--- config.mk ---
export PLATFORM = sky130hd
export DESIGN_NAME = carry_skip_adder_pipe_flat
export DESIGN_NICKNAME = d
export VERILOG_FILES = /design/src/rtl/carry_skip_adder_pipe_if.sv /design/src/rtl/carry_skip_adder_pipe.sv /design/src/flat_wrapper.sv
export SDC_FILE = /design/constraint.sdc
export NUM_CORES = 1
export LEC_CHECK = 0
export BUFFER_PORTS_ARGS = -buffer_cell sky130_fd_sc_hd__buf_2
export CAP_MARGIN = 20
export CORE_AREA = 2 2 39 41
export CTS_BUF_LIST = sky130_fd_sc_hd__clkbuf_8 sky130_fd_sc_hd__clkbuf_16
export CTS_CLUSTER_SIZE = 10
export DETAILED_ROUTE_END_ITERATION = 16
export DIE_AREA = 0 0 41 43
export GPL_TIMING_DRIVEN = 0
export PLACE_DENSITY = 0.57
export RECOVER_POWER = 25
export SETUP_SLACK_MARGIN = 0.02
export SYNTH_ARGS = -nofsm -noshare
export SYNTH_HDL_FRONTEND = slang
export SYNTH_SLANG_ARGS = --single-unit
--- constraint.sdc ---
create_clock -name clk -period 1 [get_ports clk]
set_clock_uncertainty 0.05 [all_clocks]
set_input_delay 0.05 -clock clk [delete_from_list [all_inputs] [get_ports clk]]
set_output_delay 0.05 -clock clk [all_outputs]
set_load 0.02 [all_outputs]
--- src/rtl/carry_skip_adder_pipe_if.sv ---
// Operand/result bundle for carry_skip_adder_pipe.
// master: in_valid, a, b, cin out; out_valid, sum, carry_out in. slave: reverse.
interface carry_skip_adder_pipe_if #(
  parameter int WIDTH = 4
);
  logic             in_valid;
  logic [WIDTH-1:0] a;
  logic [WIDTH-1:0] b;
  logic             cin;
  logic             out_valid;
  logic [WIDTH-1:0] sum;
  logic             carry_out;

  modport master (
    output in_valid, a, b, cin,
    input  out_valid, sum, carry_out
  );

  modport slave (
    input  in_valid, a, b, cin,
    output out_valid, sum, carry_out
  );
endinterface

--- src/rtl/carry_skip_adder_pipe.sv ---
// Registered WIDTH-bit carry-skip adder: sum = a + b + cin, BLOCK-bit skip blocks.
// Ports: clk, rst (async high), bus (slave: in_valid,a,b,cin -> out_valid,sum,carry_out).
// CSA_INPUT_REG_EN adds an input register stage (latency 2 instead of 1).
module carry_skip_adder_pipe #(
  parameter int WIDTH = 4,
  parameter int BLOCK = 2
) (
  input logic                   clk,
  input logic                   rst,
  carry_skip_adder_pipe_if.slave bus
);

  localparam int NB = (BLOCK > 0) ? WIDTH / BLOCK : 1;

  if (WIDTH < 1 || BLOCK < 1 || (WIDTH % BLOCK) != 0) begin : g_bad_cfg
    $error("WIDTH must be a positive multiple of BLOCK");
  end

  logic             op_v;
  logic [WIDTH-1:0] op_a;
  logic [WIDTH-1:0] op_b;
  logic             op_c;

`ifdef CSA_INPUT_REG_EN
  always_ff @(posedge clk or posedge rst) begin
    if (rst) begin
      op_v <= 1'b0;
      op_a <= '0;
      op_b <= '0;
      op_c <= 1'b0;
    end else begin
      op_v <= bus.in_valid;
      op_a <= bus.a;
      op_b <= bus.b;
      op_c <= bus.cin;
    end
  end
`else
  assign op_v = bus.in_valid;
  assign op_a = bus.a;
  assign op_b = bus.b;
  assign op_c = bus.cin;
`endif

  logic [WIDTH-1:0] p;
  logic [WIDTH-1:0] g;
  logic [WIDTH-1:0] s;
  logic             cout;

  assign p = op_a ^ op_b;
  assign g = op_a & op_b;

  for (genvar k = 0; k < NB; k++) begin : g_blk
    logic             ci;
    logic             rc;
    logic             co;
    logic [BLOCK-1:0] bs;

    if (k == 0) begin : g_first
      assign ci = op_c;
    end else begin : g_next
      assign ci = g_blk[k-1].co;
    end

    always_comb begin
      logic c;
      c  = ci;
      bs = '0;
      for (int j = 0; j < BLOCK; j++) begin
        bs[j] = p[k*BLOCK+j] ^ c;
        c     = g[k*BLOCK+j] | (p[k*BLOCK+j] & c);
      end
      rc = c;
    end

    // Skip mux: a fully propagating block passes its carry-in straight through,
    // so the long carry chain only sees one mux per block.
    assign co = (&p[k*BLOCK +: BLOCK]) ? ci : rc;
    assign s[k*BLOCK +: BLOCK] = bs;
  end

  assign cout = g_blk[NB-1].co;

  always_ff @(posedge clk or posedge rst) begin
    if (rst) begin
      bus.out_valid <= 1'b0;
      bus.sum       <= '0;
      bus.carry_out <= 1'b0;
    end else begin
      bus.out_valid <= op_v;
      if (op_v) begin
        bus.sum       <= s;
        bus.carry_out <= cout;
      end
    end
  end

endmodule

--- src/flat_wrapper.sv ---
// flat-port wrapper written by rule: the top's interface ports become plain ports
module carry_skip_adder_pipe_flat 
#(
  parameter int WIDTH = 4,
  parameter int BLOCK = 2
)
  (clk, rst, bus_in_valid, bus_a, bus_b, bus_cin, bus_out_valid, bus_sum, bus_carry_out);
  carry_skip_adder_pipe_if #(.WIDTH(WIDTH)) bus_i ();
  input logic clk;
  input logic rst;
  input wire logic [$bits(bus_i.in_valid)-1:0] bus_in_valid;
  input wire logic [$bits(bus_i.a)-1:0] bus_a;
  input wire logic [$bits(bus_i.b)-1:0] bus_b;
  input wire logic [$bits(bus_i.cin)-1:0] bus_cin;
  output wire logic [$bits(bus_i.out_valid)-1:0] bus_out_valid;
  output wire logic [$bits(bus_i.sum)-1:0] bus_sum;
  output wire logic [$bits(bus_i.carry_out)-1:0] bus_carry_out;
  assign bus_i.in_valid = bus_in_valid;
  assign bus_i.a = bus_a;
  assign bus_i.b = bus_b;
  assign bus_i.cin = bus_cin;
  assign bus_out_valid = bus_i.out_valid;
  assign bus_sum = bus_i.sum;
  assign bus_carry_out = bus_i.carry_out;
  carry_skip_adder_pipe #(.WIDTH(WIDTH), .BLOCK(BLOCK)) u_core (.clk(clk), .rst(rst), .bus(bus_i));
endmodule
# ---- Word level (Yosys, flattened, before mapping)
# Cells that the tools add are included.
dict set report op_classes {
  bitwise_logic 14
  reduce_logical 2
  muxes 2
}
# cell count
set op_table {}
lappend op_table {{1-bit bitwise AND} 4}
lappend op_table {{4-bit bitwise AND} 1}
lappend op_table {{1-bit bitwise OR} 4}
lappend op_table {{2-bit AND reduction} 2}
lappend op_table {{1-bit XOR} 4}
lappend op_table {{4-bit XOR} 1}
lappend op_table {{1-bit two-way mux} 2}
dict set report word_totals {
  out_inout_bits 6
  input_bits 12
  regBits 6
}

# ---- Depth between registers and ports, before layout
dict set report logic_depth {
  ltp_word 11
  depth_mapped 11
  ltp_nobuf 11
}

# ---- Worst setup path before layout
# No wires, ideal clock.
dict set report synth_timing {
  path_kind {input to register}
  start {input port bus_cin}
  end {register u_core.bus.sum[3]}
  n_path_buf 0
  stages 9
  required_ps 873
  setup_time_ps 77
  slack_ps -990
  t_arrival_ps 1863
  path_cell_list {inv_1 fa_1 inv_1 fa_1 mux2_4 fa_1 inv_1 fa_1 a21oi_1}
}
dict set report synth_via {
  elab_chain_len 8
}
# element line_no
set synth_rtl {}
lappend synth_rtl {{from (decl)} flat_wrapper.sv:14} ;# input wire logic [$bits(bus_i.cin)-1:0] bus_cin;
lappend synth_rtl {{1-bit bitwise AND} carry_skip_adder_pipe.sv:71} ;# c = g[k*BLOCK+j] | (p[k*BLOCK+j] & c);
lappend synth_rtl {{1-bit bitwise OR} carry_skip_adder_pipe.sv:71}
lappend synth_rtl {{1-bit bitwise AND} carry_skip_adder_pipe.sv:71}
lappend synth_rtl {{1-bit bitwise OR} carry_skip_adder_pipe.sv:71}
lappend synth_rtl {{1-bit two-way mux *} carry_skip_adder_pipe.sv:78} ;# assign co = (&p[k*BLOCK +: BLOCK]) ? ci : rc;
lappend synth_rtl {{1-bit bitwise AND *} carry_skip_adder_pipe.sv:71}
lappend synth_rtl {{1-bit bitwise OR *} carry_skip_adder_pipe.sv:71}
lappend synth_rtl {{1-bit XOR *} carry_skip_adder_pipe.sv:70} ;# bs[j] = p[k*BLOCK+j] ^ c;
lappend synth_rtl {{to (signal assigned)} carry_skip_adder_pipe.sv:92} ;# bus.sum <= s;
lappend synth_rtl {{to (decl)} carry_skip_adder_pipe_if.sv:21} ;# output out_valid, sum, carry_out
# Mark *: on every way between the ends. The rest lies on a longest branch, timed or not.
# A chain may end at the register's enable or synchronous reset.

# ---- Final worst setup path
dict set report layout_timing {
  start {input port bus_cin}
  end {register u_core.bus.carry_out}
}
dict set report layout_via {
  elab_chain_len 10
}
# element line_no
set layout_rtl {}
lappend layout_rtl {{1-bit bitwise AND} carry_skip_adder_pipe.sv:71}
lappend layout_rtl {{1-bit bitwise OR} carry_skip_adder_pipe.sv:71}
lappend layout_rtl {{1-bit bitwise AND} carry_skip_adder_pipe.sv:71}
lappend layout_rtl {{1-bit bitwise OR} carry_skip_adder_pipe.sv:71}
lappend layout_rtl {{1-bit two-way mux *} carry_skip_adder_pipe.sv:78}
lappend layout_rtl {{1-bit bitwise AND} carry_skip_adder_pipe.sv:71}
lappend layout_rtl {{1-bit bitwise OR} carry_skip_adder_pipe.sv:71}
lappend layout_rtl {{1-bit bitwise AND} carry_skip_adder_pipe.sv:71}
lappend layout_rtl {{1-bit bitwise OR} carry_skip_adder_pipe.sv:71}
lappend layout_rtl {{1-bit two-way mux *} carry_skip_adder_pipe.sv:78}
lappend layout_rtl {{to (signal assigned)} carry_skip_adder_pipe.sv:93} ;# bus.carry_out <= cout;
lappend layout_rtl {{to (decl)} carry_skip_adder_pipe_if.sv:21}
# Marked as above.

==> results.toml <==
[power]
comb_power_share_pct = 32.6
power_density_nw_per_um2 = 1517
p_int_w = 0.0007043
total_power_w = 0.0009945
p_leak_nw = 0.3375
clkPwrFrac_pct = 36.1
switching_share_pct = 29.18
seqPwrFrac_pct = 31.3
peakVddDrop_mv = 0.5214
switchingPower_w = 0.0002902

[yosys]
postSynthAreaPerCell_um2 = 11.40
synth-seq-cells = 6
synthSimpleGateAreaFrac_pct = 4.878
synth.distinct_cells = 15
ys_warn_count = 0
syn_nets = 56
synthCells = 36
synth-adder-area-share_pct = 31.71
synth_largest_area_cell = "dfrtp_1"
synth-xor-area-share_pct = 0
synth_top_family_by_area = "adder cells"
synthTopCellsByArea = "dfrtp_1 37%, fa_1 20%, ha_1 12%"
synthMuxAreaShare_pct = 11.59
synth.yosys.seq_area_share_pct = 36.59
synth_compound_area_share_pct = 4.878
syn_area_um2 = 410.4
synthDominantCellAreaShare_pct = 36.59

[critical_path]
critPathLaunchType = "input port"
worstSetupPathType = "input port to flop"
crit_required_ps = 1060
reg2reg_slack_ps = 140
crit_arrival_ps = 1940
crit_fanout = 2
crit_path_end_kind = "flop"

[timing]
drv_slew = 0
tightest_slew_ps = 237.1
rsz0062_at_grt = "true"
fin_hold_ws_ps = 188.8
setup_slack_ps = -877.4
fin_crit_ps = 1877
slew_headroom_pct = 84.18
finalCritPeriodShare_pct = 187.7
setup_viol = 4
hold_viol = 0
timing.fmax_mhz = 532.6

[cells_and_area]
diodes = 0
fin_nets = 80
final_area_um2 = 655.6
fill_cells = 140
layout_commonest_cell = "buf_2"
drive_above_1_share_pct = 62.07
layout_common_cells = "15 x buf_2, 6 x dfrtp_1, 5 x inv_1"
syn_to_final_growth_pct = 59.76

[clocking]
cts_buffers = 3
cts_tree = "done"
clockBufferDepth = 2
cts-root-buf = "clkbuf_8"
postCtsSetupBuffers = 0
clk_pin_slew_ps = 40
clock-sinks = 6
insertion_delay_ps = 220
cts-htree-levels = 1

[route]
drt_iter0_markers = 5
wirelength_um = 736
num_vias = 317
ant_nets = 0
firstDrtPassIters = 2
drc = 0
vias_per_cell = 4.284
wl_per_cell_um = 9.946

[worst_hold_path]
hold_class = "input port to flop"

[floorplanning]
core-area_um2 = 1384
initial_utilization_pct = 29.66
die_h_um = 43
rows = 14
fp.dieArea_um2 = 1763
fp.dieW_um = 41
ios = 18

[global_route]
antenna_found_initial = 0
use_met3_pct = 3.141
grt_max_degree = 9
grt_usage_pct = 11.85
grt_pass1_wl_um = 1331
gr-total-overflow = 0
grtUsageMet2_pct = 18.75
grt_pass1_vias = 352
busiest_layer = "met2"
met1_usage_pct = 10.93

[outcome]
outcome = "finished, violations left"
violations = "setup timing"

[place]
hpwl_um = 617.4
io_buffers = 17
place.gp.congestion = 0.6205
dpl-instance-area_um2 = 544.3

[run]
maxCapViolCount = 0
synth_stat cells:
master    number
a21oi_1        1
ha_1           4
mux2_2         2
a31o_1         1
o22ai_1        1
nand2b_1       1
mux2i_1        1
nor2_1         1
buf_2          1
nand2_1        1
inv_1         10
mux2_4         1
fa_1           4
and2_0         1
dfrtp_1        6
critical path, cell delays in order:
cell and delay [ps]:
buf_12 110, inv_12 40, fa_2 180, inv_2 40, fa_2 310, mux2_4 270, fa_2 340, inv_2 60
fa_2 180, nand2b_4 120, o22ai_2 50, a31o_1 180
repair_timing:
action	4_1_cts	5_1_grt
hold buffers	2	0
hold endpoints to repair	7	0
pin swaps	4	1
resized for setup	10	2
endpoints found under the setup margin	4	4
registers in the layout, indices dropped and copies added (netlist names):
signal	cells
u_core.bus.out_valid	1
u_core.bus.carry_out	1
u_core.bus.sum	4
layer usage:
layer	up-vias	wire length [um]
met3	5	59
met2	16	388
met5	-	0
met4	0	38
met1	145	249
li1	151	-
metrics by stage:
stage	cells	utilization [%]	setup TNS, ps	setup WS [ps]
3_3_place_gp	69	39.33	-3830	-1165
5_1_grt	74	47.38	-2773	-948.8
3_5_place_dp	69	39.33	-3893	-1190
6_report	74	47.38	-2577	-877.4
2_1_floorplan	36	-	-2873	-922.2
4_1_cts	74	46.84	-2618	-882.4
path summary, 6_finish.rpt:
check                                startpoint                    to  cells after the start
max                                     bus_cin  u_core.bus.carry_out                     12
min                                     bus_cin  u_core.bus.carry_out                      3
max reg2reg                u_core.bus.carry_out  u_core.bus.carry_out                      3
min reg2reg                   u_core.bus.sum[1]     u_core.bus.sum[1]                      1
max in group asynchronous                   rst  u_core.bus.out_valid                      3
min in group asynchronous                   rst     u_core.bus.sum[2]                      3
cell type report:
class | count | area [um^2] | share of cell area (%)
timing repair buffer | 19 | 132.6 | 20.23
tap | 16 | 20.02 | 3.053
multi-input combinational | 19 | 249.0 | 37.98
clock buffer | 3 | 41.29 | 6.298
inverter | 10 | 57.56 | 8.779
sequential | 6 | 150.1 | 22.90
buffer | 1 | 5.005 | 0.7634
power groups by stage:
stage               clock network, W  logic (W)  registers [W]
floorplan                          0   0.000126       0.000373
global placement                   0   0.000286       0.000314
detailed placement                 0   0.000293       0.000316
CTS                         0.000370   0.000327       0.000313
global route                0.000389   0.000365       0.000320
finish                      0.000359   0.000324       0.000311
cells by family after synthesis:
family / count (synthesis)
and+or+nand+nor: 4
adders and majority gates: 8
muxes: 4
buffers and inverters: 11
AOI/OAI and AO/OA: 3
DFF: 6
Note: power is estimated with default switching activity, not from simulation.
